$ cat src/rtl/multicycle_controller_pkg.sv
// Shared types and encodings for the RV32I multi-cycle controller:
// FSM states, opcodes, and the datapath select / ALU encodings.
package riscv_mc_pkg;

    typedef enum logic [3:0] {
        S_FETCH    = 4'd0,
        S_DECODE   = 4'd1,
        S_MEMADR   = 4'd2,
        S_MEMREAD  = 4'd3,
        S_MEMWB    = 4'd4,
        S_MEMWRITE = 4'd5,
        S_EXEC_R   = 4'd6,
        S_EXEC_I   = 4'd7,
        S_ALUWB    = 4'd8,
        S_BEQ      = 4'd9,
        S_JAL      = 4'd10,
        S_ILLEGAL  = 4'd11
    } state_e;

    localparam logic [6:0] OP_LW  = 7'b0000011;
    localparam logic [6:0] OP_SW  = 7'b0100011;
    localparam logic [6:0] OP_R   = 7'b0110011;
    localparam logic [6:0] OP_I   = 7'b0010011;
    localparam logic [6:0] OP_BEQ = 7'b1100011;
    localparam logic [6:0] OP_JAL = 7'b1101111;

    localparam logic [1:0] ALU_OP_ADD   = 2'b00;
    localparam logic [1:0] ALU_OP_SUB   = 2'b01;
    localparam logic [1:0] ALU_OP_FUNCT = 2'b10;

    localparam logic [1:0] RES_ALUOUT    = 2'b00;
    localparam logic [1:0] RES_DATA      = 2'b01;
    localparam logic [1:0] RES_ALURESULT = 2'b10;

    localparam logic [1:0] SRCA_PC    = 2'b00;
    localparam logic [1:0] SRCA_OLDPC = 2'b01;
    localparam logic [1:0] SRCA_RS1   = 2'b10;

    localparam logic [1:0] SRCB_RS2  = 2'b00;
    localparam logic [1:0] SRCB_IMM  = 2'b01;
    localparam logic [1:0] SRCB_FOUR = 2'b10;

    localparam logic [1:0] IMM_I = 2'b00;
    localparam logic [1:0] IMM_S = 2'b01;
    localparam logic [1:0] IMM_B = 2'b10;
    localparam logic [1:0] IMM_J = 2'b11;

    localparam logic [2:0] ALU_ADD = 3'b000;
    localparam logic [2:0] ALU_SUB = 3'b001;
    localparam logic [2:0] ALU_AND = 3'b010;
    localparam logic [2:0] ALU_OR  = 3'b011;
    localparam logic [2:0] ALU_SLT = 3'b101;

endpackage

$ cat src/rtl/multicycle_controller_alu_dec.sv
// ALU control decoder: maps the FSM's alu_op class plus IR fields to the
// concrete ALU operation.
module alu_dec
    import riscv_mc_pkg::*;
(
    input  logic [1:0] alu_op,
    input  logic [2:0] funct3,
    input  logic       funct7b5,
    input  logic       op5,
    output logic [2:0] alu_control
);

    // Only R-type (op5=1) with funct7[5] set turns funct3=000 into subtract.
    always_comb begin
        alu_control = ALU_ADD;
        case (alu_op)
            ALU_OP_ADD: alu_control = ALU_ADD;
            ALU_OP_SUB: alu_control = ALU_SUB;
            ALU_OP_FUNCT: begin
                case (funct3)
                    3'b000:  alu_control = (op5 && funct7b5) ? ALU_SUB : ALU_ADD;
                    3'b010:  alu_control = ALU_SLT;
                    3'b110:  alu_control = ALU_OR;
                    3'b111:  alu_control = ALU_AND;
                    default: alu_control = ALU_ADD;
                endcase
            end
            default: alu_control = ALU_ADD;
        endcase
    end

endmodule

$ cat src/rtl/multicycle_controller.sv
// Moore FSM sequencing a shared-ALU, unified-memory RV32I multi-cycle
// datapath (lw, sw, R/I-type ALU, beq, jal).
module multicycle_controller
    import riscv_mc_pkg::*;
#(
    parameter int STATE_W = 4
) (
    input  logic               clk,
    input  logic               rst_n,
    input  logic [6:0]         opcode,
    input  logic [2:0]         funct3,
    input  logic               funct7b5,
    input  logic               zero,
    output logic               pc_write,
    output logic               adr_src,
    output logic               mem_write,
    output logic               ir_write,
    output logic               reg_write,
    output logic [1:0]         result_src,
    output logic [1:0]         alu_src_a,
    output logic [1:0]         alu_src_b,
    output logic [1:0]         imm_src,
    output logic [2:0]         alu_control,
    output logic               illegal,
    output logic               instr_done,
    output logic [STATE_W-1:0] dbg_state
);

    state_e     state_r;
    state_e     next_state_s;
    logic       illegal_r;
    logic       pc_update_s;
    logic       branch_s;
    logic       adr_src_s;
    logic       mem_write_s;
    logic       ir_write_s;
    logic       reg_write_s;
    logic       instr_done_s;
    logic [1:0] result_src_s;
    logic [1:0] alu_src_a_s;
    logic [1:0] alu_src_b_s;
    logic [1:0] alu_op_s;
    logic [1:0] imm_src_s;

    // State register and sticky illegal flag; only reset leaves ILLEGAL.
    always_ff @(posedge clk) begin
        if (!rst_n) begin
            state_r   <= S_FETCH;
            illegal_r <= 1'b0;
        end else begin
            state_r   <= next_state_s;
            illegal_r <= illegal_r | (next_state_s == S_ILLEGAL);
        end
    end

    // Next-state and Moore output decode.
    always_comb begin
        next_state_s = state_r;
        pc_update_s  = 1'b0;
        branch_s     = 1'b0;
        adr_src_s    = 1'b0;
        mem_write_s  = 1'b0;
        ir_write_s   = 1'b0;
        reg_write_s  = 1'b0;
        instr_done_s = 1'b0;
        result_src_s = RES_ALUOUT;
        alu_src_a_s  = SRCA_PC;
        alu_src_b_s  = SRCB_RS2;
        alu_op_s     = ALU_OP_ADD;
        case (state_r)
            S_FETCH: begin
                ir_write_s   = 1'b1;
                alu_src_b_s  = SRCB_FOUR;
                result_src_s = RES_ALURESULT;
                pc_update_s  = 1'b1;
                next_state_s = S_DECODE;
            end
            S_DECODE: begin
                // Precompute the branch target into ALUOut for a possible beq.
                alu_src_a_s = SRCA_OLDPC;
                alu_src_b_s = SRCB_IMM;
                case (opcode)
                    OP_LW, OP_SW: next_state_s = S_MEMADR;
                    OP_R:         next_state_s = S_EXEC_R;
                    OP_I:         next_state_s = S_EXEC_I;
                    OP_BEQ:       next_state_s = S_BEQ;
                    OP_JAL:       next_state_s = S_JAL;
                    default:      next_state_s = S_ILLEGAL;
                endcase
            end
            S_MEMADR: begin
                alu_src_a_s  = SRCA_RS1;
                alu_src_b_s  = SRCB_IMM;
                next_state_s = opcode[5] ? S_MEMWRITE : S_MEMREAD;
            end
            S_MEMREAD: begin
                adr_src_s    = 1'b1;
                next_state_s = S_MEMWB;
            end
            S_MEMWB: begin
                result_src_s = RES_DATA;
                reg_write_s  = 1'b1;
                instr_done_s = 1'b1;
                next_state_s = S_FETCH;
            end
            S_MEMWRITE: begin
                adr_src_s    = 1'b1;
                mem_write_s  = 1'b1;
                instr_done_s = 1'b1;
                next_state_s = S_FETCH;
            end
            S_EXEC_R: begin
                alu_src_a_s  = SRCA_RS1;
                alu_op_s     = ALU_OP_FUNCT;
                next_state_s = S_ALUWB;
            end
            S_EXEC_I: begin
                alu_src_a_s  = SRCA_RS1;
                alu_src_b_s  = SRCB_IMM;
                alu_op_s     = ALU_OP_FUNCT;
                next_state_s = S_ALUWB;
            end
            S_ALUWB: begin
                reg_write_s  = 1'b1;
                instr_done_s = 1'b1;
                next_state_s = S_FETCH;
            end
            S_BEQ: begin
                alu_src_a_s  = SRCA_RS1;
                alu_op_s     = ALU_OP_SUB;
                branch_s     = 1'b1;
                instr_done_s = 1'b1;
                next_state_s = S_FETCH;
            end
            S_JAL: begin
                // PC <- branch target (ALUOut) while OldPC+4 becomes the link value.
                alu_src_a_s  = SRCA_OLDPC;
                alu_src_b_s  = SRCB_FOUR;
                pc_update_s  = 1'b1;
                next_state_s = S_ALUWB;
            end
            S_ILLEGAL: begin
                next_state_s = S_ILLEGAL;
            end
            default: begin
                next_state_s = S_ILLEGAL;
            end
        endcase
    end

    // Immediate format follows the opcode directly, independent of state.
    always_comb begin
        imm_src_s = IMM_I;
        case (opcode)
            OP_LW, OP_I: imm_src_s = IMM_I;
            OP_SW:       imm_src_s = IMM_S;
            OP_BEQ:      imm_src_s = IMM_B;
            OP_JAL:      imm_src_s = IMM_J;
            default:     imm_src_s = IMM_I;
        endcase
    end

    alu_dec u_alu_dec (
        .alu_op      (alu_op_s),
        .funct3      (funct3),
        .funct7b5    (funct7b5),
        .op5         (opcode[5]),
        .alu_control (alu_control)
    );

    // Strobes are held off for the whole reset cycle, whatever the state.
    assign pc_write   = rst_n & (pc_update_s | (branch_s & zero));
    assign ir_write   = rst_n & ir_write_s;
    assign reg_write  = rst_n & reg_write_s;
    assign mem_write  = rst_n & mem_write_s;
    assign instr_done = rst_n & instr_done_s;
    assign adr_src    = adr_src_s;
    assign result_src = result_src_s;
    assign alu_src_a  = alu_src_a_s;
    assign alu_src_b  = alu_src_b_s;
    assign imm_src    = imm_src_s;
    assign illegal    = illegal_r;
    assign dbg_state  = STATE_W'(state_r);

endmodule

$ cat config.mk
export PLATFORM = sky130hd
export DESIGN_NAME = multicycle_controller
export DESIGN_NICKNAME = d
export VERILOG_FILES = /design/src/rtl/multicycle_controller_pkg.sv /design/src/rtl/multicycle_controller_alu_dec.sv /design/src/rtl/multicycle_controller.sv
export SDC_FILE = /design/constraint.sdc
export NUM_CORES = 1
export LEC_CHECK = 0
export ABC_AREA = 1
export CORE_MARGIN = 8
export CORE_UTILIZATION = 38
export DETAILED_ROUTE_END_ITERATION = 7
export PLACE_DENSITY = 0.93
export SLEW_MARGIN = 20
export SYNTH_ARGS = -nofsm -noshare
export SYNTH_HDL_FRONTEND = slang
export SYNTH_SLANG_ARGS = --single-unit
$ cat constraint.sdc
create_clock -name clk -period 4.14 [get_ports clk]
set_input_delay 0.414 -clock clk [delete_from_list [all_inputs] [get_ports clk]]
set_output_delay 0.414 -clock clk [all_outputs]
set_load 0.01 [all_outputs]
==> results of run 1 <==
## logic make-up after synthesis
group           Yosys count  share of synthesized area (%)
fa+ha+maj                 2                           4.39
compound gates           11                           11.8
simple gates             63                           50.4
flops                     5                           17.5
buf+inv                  24                           15.8
## placed cells by master (no fill, tap or decap), drive strengths merged
master / n
nor2: 21
o41ai: 1
clkdlybuf4s50: 35
nand3: 5
clkbuf: 4
ha: 2
a31oi: 2
inv: 24
dfxtp: 5
o21ai: 2
nand4: 4
and2: 1
a21oi: 5
nand2: 31
o211ai: 1
nor4: 1
## metal layers
layer / GRT usage (%) / vias up / part of all wire, %
met2: 25.3 / 35 / 50
met1: 14.5 / 344 / 38
li1: - / 405 / -
met5: 0 / - / 0
met4: 7.38 / 0 / 2.0
met3: 3.26 / 6 / 9.5
## worst max-delay path by stage
stage | from | endpoint | slack (ns) | cells past startpoint
finish | dbg_state[1]$_SDFF_PN0_ | alu_control[0] | 1.54 | 10
CTS | dbg_state[1]$_SDFF_PN0_ | alu_control[0] | 1.53 | 10
global route | dbg_state[1]$_SDFF_PN0_ | alu_control[0] | 1.35 | 10
global placement | opcode[5] | imm_src[0] | 1.75 | 4
detailed placement | opcode[6] | imm_src[0] | 1.69 | 6
floorplan | dbg_state[1]$_SDFF_PN0_ | alu_control[2] | 2.26 | 5
## layout make-up
type / count / area [sq um] / share of cell area, %
multi-input cells: 76 / 380 / 39.3
repair buffers: 35 / 350 / 36.2
flip-flops and latches: 5 / 100 / 10.3
inverters: 24 / 90.1 / 9.31
clock buffers: 4 / 26.3 / 2.72
well taps: 16 / 20.0 / 2.07
## critical path, stage by stage, from the launching register on
cell             delay, ns
dfxtp_1               0.47
inv_1                 0.13
nand2_1               0.07
nor2_1                0.07
inv_1                 0.10
ha_1                  0.18
nand2_1               0.09
nor2_1                0.10
nor2_1                0.05
a21oi_1               0.14
clkdlybuf4s50_1       0.55
## metrics by stage
stage,cells,total power (uW)
5_1_grt,160,436
6_report,160,403
3_3_place_gp,156,339
3_5_place_dp,156,344
4_1_cts,160,405
2_1_floorplan,105,215
## state kept, by name (all words and copies together) (netlist names)
signal / flops
illegal: 1
dbg_state: 4
## where the power goes
group	internal, uW	leakage (uW)	total [uW]	switching [uW]
combinational	131	0.000412	266	135
sequential	59.8	0.0000411	77.4	17.7
clock	36.6	0.0000150	59.4	22.8
==> results_dict.tcl, run 1 <==
set metrics [dict create \
    yosysMostFrequentCell "nand2_1" \
    synth-seq-area-share_pct 17.5 \
    hold_viol 0 \
    clkLatencyLatePin_ns 0.25 \
    die_w_um 54.8 \
    synth_common_cells "27 x nand2_1, 19 x inv_1, 17 x nor2_1" \
    yosysWarnings 0 \
    overflow 0 \
    holdBufCountCts 0 \
    nFillCells 132 \
    fmax_mhz 385 \
    setup_ws_ns 1.54 \
    die_h_um 54.8 \
    drc 0 \
    ys_types 20 \
    netlist_instances 105 \
    antenna_found_initial 0 \
    hpwlAfterDp_um 1560 \
    grt_setup_unrepaired "no" \
    cts-htree-levels 1 \
    routed-via-count 790 \
    via_per_inst 4.94 \
    min_to "illegal$_SDFF_PN0_" \
    clock-sinks 5 \
    nNetsFinal 161 \
    drt-pass1-iter-count 4 \
    pre_cts_slack_ns 1.69 \
    antennaDiodeCount 0 \
    cts-buffers-inserted 3 \
    synth_area_sq_um 571 \
    cts_tree "built" \
    r2r_cells 6 \
    cap_violations 0 \
    cp_max_fo 8 \
    grt_pass1_vias 771 \
    dpl-instance-area_sq_um 941 \
    yosysTopAreaCellShare_pct 17.8 \
    ant_nets 0 \
    row_count 14 \
    reg2reg_slack_ns 2.91 \
    period_minus_slack_ns 2.60 \
    synthArstFlopShare_pct 0 \
    die-area_sq_um 3000 \
    synth_flop_cell "dfxtp_1" \
    regToRegEndpoint "dbg_state[3]$_SDFF_PN0_" \
    grt_max_degree 9 \
    end_kind "output port" \
    clockBufferDepth 2 \
    port_buffers 35 \
    crit_required_ns 3.73 \
    worstHoldPathCells 2 \
    arrival_ns 2.19 \
    area_growth_pct 69.5 \
    synth_seq_cells 5 \
    finalMaxSlewViolations 0 \
    finClkSkew_ns 0.00746 \
    design_area_sq_um 967 \
    cts-resized-gates 0 \
    drtIter0Drc 23 \
    drive_above_1_share_pct 12.5 \
    finalWirelength_um 1870 \
    relSlewSlack_pct 78.7 \
    start_kind "register" \
    io_pins 36 \
    wl_per_cell_um 11.7 \
    utilization_pct 66.5 \
    avgSynthCellArea_sq_um 5.43 \
    min_from "illegal$_SDFF_PN0_" \
    p_per_area_nw_per_um2 416 \
    coreArea_sq_um 1450 \
    syn-num-nets 121 \
    vdd_ir_drop_max_uv 231 \
    root_buffer "clkbuf_4" \
    start_util_pct 39.2 \
    status "finished, final reports clean" \
    tns_ns 0 \
    timing.rr.start "dbg_state[3]$_SDFF_PN0_" \
    hold_ws_ns 0.463 \
    gp_congestion 0.848 \
    synth_top_area_cell "nand2_1" \
    cts_setup_buffers 0 \
    worst_slew_pin_slew_ns 0.316 \
    grt_pass1_wl_um 3200 \
    synth-edff-count 0 \
    track_usage_pct 14.0 \
    synthTopCellsByArea "nand2_1 18%, dfxtp_1 18%, inv_1 13%" \
    setup_viol 0 \
    cts.clk_slew.worst_paths_ns 0.04 \
    fin_crit_sh_pct 62.8 \
    p_leak_uw 0.000468 \
    worstSetupPathType "register to output port" \
    holdCritPathClass "register to register" \
]
(Power assumes the default switching activity.)
==> run 2: changes to the inputs <==
--- a/config.mk
+++ b/config.mk
@@ -7,9 +7,9 @@
 export LEC_CHECK = 0
 export ABC_AREA = 1
 export CORE_MARGIN = 8
-export CORE_UTILIZATION = 38
+export CORE_UTILIZATION = 32
 export DETAILED_ROUTE_END_ITERATION = 7
-export PLACE_DENSITY = 0.93
+export PLACE_DENSITY = 0.84
 export SLEW_MARGIN = 20
 export SYNTH_ARGS = -nofsm -noshare
 export SYNTH_HDL_FRONTEND = slang
==> constraint.sdc (replaced) <==
create_clock -name clk -period 2.2 [get_ports clk]
set_input_delay 0.22 -clock clk [delete_from_list [all_inputs] [get_ports clk]]
set_output_delay 0.22 -clock clk [all_outputs]
set_load 0.01 [all_outputs]
==> results_dict.tcl, run 2 (synthesis gave the netlist of run 1 again) <==
set metrics [dict create \
    end_kind "output port" \
    coreArea_sq_um 1710 \
    cts-buffers-inserted 3 \
    drive_above_1_share_pct 17.0 \
    ant_nets 0 \
    finalWirelength_um 1950 \
    overflow 0 \
    period_minus_slack_ns 2.04 \
    cts-htree-levels 1 \
    start_kind "primary input" \
    clockBufferDepth 2 \
    arrival_ns 1.82 \
    area_growth_pct 77.4 \
    fin_crit_sh_pct 92.8 \
    p_leak_uw 0.000512 \
    worstSetupPathType "primary input to output port" \
    antennaDiodeCount 0 \
    wl_per_cell_um 11.3 \
    fmax_mhz 490 \
    cts.clk_slew.worst_paths_ns 0.05 \
    layout_common_cells "32 x clkdlybuf4s50_1, 27 x nand2_1, 19 x inv_1" \
    tns_ns 0 \
    gp_congestion 0.874 \
    clkLatencyLatePin_ns 0.25 \
    row_count 15 \
    crit_required_ns 1.98 \
    relSlewSlack_pct 80.4 \
    drt-pass1-iter-count 4 \
    start_util_pct 33.4 \
    grt_pass1_wl_um 3230 \
    hold_viol 0 \
    finalMaxSlewViolations 0 \
    port_buffers 35 \
    p_per_area_nw_per_um2 777 \
    die_h_um 58.2 \
    final_common_cell "clkdlybuf4s50_1" \
    antenna_found_initial 0 \
    drtIter0Drc 14 \
    setup_ws_ns 0.158 \
    drc 0 \
    track_usage_pct 11.7 \
    worst_slew_pin_slew_ns 0.290 \
    nNetsFinal 164 \
    finClkSkew_ns 0.00758 \
    vdd_ir_drop_max_uv 406 \
    grt_setup_unrepaired "no" \
    status "finished, final reports clean" \
    grt_max_degree 8 \
    nFillCells 168 \
    io_pins 36 \
    pre_cts_slack_ns 0.101 \
    hpwlAfterDp_um 1650 \
    root_buffer "clkbuf_4" \
    fin_total_pwr_uw 786 \
    largest_reg_flops 4 \
    cp_max_fo 4 \
    holdBufCountCts 0 \
    cts_tree "built" \
    grt_pass1_vias 751 \
    routed-via-count 766 \
    clock-sinks 5 \
    holdCritPathClass "register to register" \
    cap_violations 0 \
    die-area_sq_um 3390 \
    die_w_um 58.2 \
    via_per_inst 4.45 \
    setup_viol 0 \
]
==> run 2: cell types whose count changed in the layout (fill, tap and decap cells not counted) <==
cell,before,now
dfxtp_2,0,3
nor2_4,1,2
dlymetal6s2s_1,0,1
buf_4,0,3
dlygate4sd2_1,0,2
dfxtp_1,5,2
nor2_1,17,16
clkdlybuf4s50_1,35,32
==> run 2: where the power goes <==
| part | leakage [uW] | switching, uW | internal [uW] |
|---|---|---|---|
| combinational | 0.000455 | 280 | 259 |
| sequential | 0.0000421 | 24.0 | 115 |
| clock | 0.0000150 | 39.3 | 68.7 |
| total | 0.000512 | 343 | 443 |
==> run 2: metrics by stage <==
stage	hold slack (ns)	cell area, sq um	util (%)	cells
5_1_grt	0.494	1010	59.3	172
3_5_place_dp	0.450	975	57.1	168
2_1_floorplan	0.344	571	-	105
6_report	0.463	1010	59.3	172
4_1_cts	0.460	1000	58.8	172
3_3_place_gp	0.449	975	57.1	168
==> run 2: routing by layer <==
layer / global-route usage, % / wire, um / up-vias
li1: - / - / 410
met1: 12.6 / 800 / 331
met2: 21.0 / 993 / 23
met3: 3.97 / 143 / 2
met4: 3.15 / 13 / 0
met5: 0 / 0 / -
==> run 2: path summary, 6_finish.rpt <==
kind,from,end,slack [ns],cells after the start
hold reg to reg,illegal$_SDFF_PN0_,illegal$_SDFF_PN0_,0.46,2
setup reg to reg,dbg_state[1]$_SDFF_PN0_,illegal$_SDFF_PN0_,0.92,9
hold / removal,illegal$_SDFF_PN0_,illegal$_SDFF_PN0_,0.46,2
setup / recovery,opcode[5],imm_src[0],0.16,6
==> run 2: final cells by class <==
type / count / area, sq um / share of cell area, %
multi-input cells: 76 / 388 / 38.3
repair buffers: 38 / 373 / 36.8
flip-flops and latches: 5 / 104 / 10.3
inverters: 24 / 90.1 / 8.90
well taps: 25 / 31.3 / 3.09
clock buffers: 4 / 26.3 / 2.60
==> run 2: repair_timing <==
item	in CTS	in global routing
setup endpoints to repair	3	1
buffers inserted	0	0
gates resized for setup	6	2
==> run 2: critical path, cell delays in order <==
cell and delay (ns):
clkdlybuf4s50_1 0.53, nand2_1 0.06, nor2_1 0.21, nand4_1 0.11, o41ai_1 0.08, clkdlybuf4s50_1 0.60
==> run 3: changes to the inputs <==
--- a/config.mk
+++ b/config.mk
@@ -7,10 +7,10 @@
 export LEC_CHECK = 0
 export ABC_AREA = 1
 export CORE_MARGIN = 8
-export CORE_UTILIZATION = 32
+export CORE_UTILIZATION = 38
 export DETAILED_ROUTE_END_ITERATION = 7
-export PLACE_DENSITY = 0.84
-export SLEW_MARGIN = 20
+export PLACE_DENSITY = 0.93
+export SKIP_CTS_REPAIR_TIMING = 1
 export SYNTH_ARGS = -nofsm -noshare
 export SYNTH_HDL_FRONTEND = slang
 export SYNTH_SLANG_ARGS = --single-unit
==> constraint.sdc (replaced) <==
create_clock -name clk -period 2.5 [get_ports clk]
set_input_delay 0.25 -clock clk [delete_from_list [all_inputs] [get_ports clk]]
set_output_delay 0.25 -clock clk [all_outputs]
set_load 0.01 [all_outputs]
==> results_dict.tcl, run 3 (synthesis gave the netlist of run 1 again) <==
set metrics [dict create \
    clock-sinks 5 \
    fin_crit_sh_pct 93.6 \
    antennaDiodeCount 0 \
    fmax_mhz 427 \
    switchingPower_uw 298 \
    coreArea_sq_um 1450 \
    via_per_inst 5.03 \
    p_seq_share_pct 18.9 \
    cp_max_fo 4 \
    root_buffer "clkbuf_4" \
    gp_congestion 0.844 \
    overflow 0 \
    ant_nets 0 \
    die_h_um 54.8 \
    critical_path.top_delay_family "buffers and inverters" \
    worst_slew_pin_slew_ns 0.305 \
    antenna_found_initial 0 \
    crit_required_ns 2.25 \
    internal_power_uw 379 \
    status "finished, final reports clean" \
    setup_viol 0 \
    crit_chain "inv_1 > nand2_1 > nor2_2 > inv_1 > ha_1 > nand2_1 > nor2_1 > nor2_1 > a21oi_1 > clkdlybuf4s50_1" \
    cts.clk_slew.worst_paths_ns 0.05 \
    pwr-share-clk_pct 14.6 \
    cap_violations 0 \
    p_leak_uw 0.000487 \
    cts-htree-levels 1 \
    start_kind "register" \
    busiest_layer "met2" \
    cts-buffers-inserted 3 \
    instances_no_fill 160 \
    period_minus_slack_ns 2.34 \
    hpwlAfterDp_um 1610 \
    row_count 14 \
    finalMaxSlewViolations 0 \
    met1_usage_pct 13.5 \
    p_per_area_nw_per_um2 695 \
    nNetsFinal 161 \
    tns_ns 0 \
    pwr-share-comb_pct 66.5 \
    grt_pass1_wl_um 3050 \
    io_pins 36 \
    hold_ws_ns 0.454 \
    holdCritPathClass "register to register" \
    finalWirelength_um 1920 \
    grt_max_degree 9 \
    layout_common_cells "34 x clkdlybuf4s50_1, 27 x nand2_1, 19 x inv_1" \
    port_buffers 35 \
    die-area_sq_um 3000 \
    dpl-instance-area_sq_um 941 \
    relSlewSlack_pct 79.4 \
    drtIter0Drc 27 \
    cp_slowest_stage_delay_ns 0.55 \
    area_growth_pct 70.6 \
    routed-via-count 804 \
    grt_pass1_vias 765 \
    dpl.cell_count 156 \
    hold_viol 0 \
    swShare_pct 44.0 \
    drc 0 \
    wl_per_cell_um 12.0 \
    largest_reg_flops 4 \
    end_kind "output port" \
    worstSetupPathType "register to output port" \
    vdd_ir_drop_max_uv 411 \
    met2_usage_pct 25.7 \
    nFillCells 118 \
    cts_tree "built" \
    finClkSkew_ns 0.0118 \
    start_util_pct 39.2 \
    cpMaxStageDelayCell "clkdlybuf4s50_1" \
    drive_above_1_share_pct 13.9 \
    grt_util_met3_pct 1.90 \
    final_common_cell "clkdlybuf4s50_1" \
    track_usage_pct 13.1 \
    grt_setup_unrepaired "no" \
    die_w_um 54.8 \
    drt-pass1-iter-count 4 \
    crit_buf_inv 3 \
    arrival_ns 2.09 \
    clockBufferDepth 2 \
    clkLatencyLatePin_ns 0.25 \
    design_area_sq_um 973 \
]
## run 3: layer usage
layer / share of wire, % / routed length (um)
met2: 52 / 992
met5: 0 / 0
met1: 38 / 736
met4: 1.4 / 26
met3: 8.5 / 164
## run 3: worst register-to-register path: cells and delay by family (launching register included)
family          cells  cell delay [ns]
compound gates      1             0.22
flops               1             0.36
simple gates        7             0.55
## run 3: cell type report
| type | instances | area (sq um) | area share, % |
|---|---|---|---|
| Clock buffer | 4 | 26.3 | 2.70 |
| Tap cell | 16 | 20.0 | 2.06 |
| Sequential cell | 5 | 101 | 10.4 |
| Multi-Input combinational cell | 76 | 383 | 39.3 |
| Inverter | 24 | 90.1 | 9.25 |
| Timing Repair Buffer | 35 | 353 | 36.2 |
## run 3: path summary, 6_finish.rpt
kind / from / endpoint / slack, ns / cells after the start
max reg2reg: dbg_state[0]$_SDFF_PN0_ / illegal$_SDFF_PN0_ / 1.28 / 8
min: illegal$_SDFF_PN0_ / illegal$_SDFF_PN0_ / 0.45 / 2
min reg2reg: illegal$_SDFF_PN0_ / illegal$_SDFF_PN0_ / 0.45 / 2
max: dbg_state[2]$_SDFF_PN0_ / alu_control[0] / 0.16 / 10
## run 3: power by group through the flow
stage / clock network (uW) / logic, uW / registers [uW]
floorplan: 0 / 222 / 134
global placement: 0 / 436 / 127
detailed placement: 0 / 445 / 128
CTS: 99.2 / 451 / 126
global route: 103 / 489 / 131
finish: 98.5 / 450 / 128
## run 3: stage by stage
| stage | utilization, % | total power, uW | setup WS [ns] |
|---|---|---|---|
| floorplan | - | 356 | 0.784 |
| global placement | 64.7 | 563 | 0.374 |
| detailed placement | 64.7 | 573 | 0.331 |
| CTS | 66.5 | 677 | 0.0762 |
| global route | 67.0 | 723 | 0.0269 |
| finish | 67.0 | 676 | 0.160 |
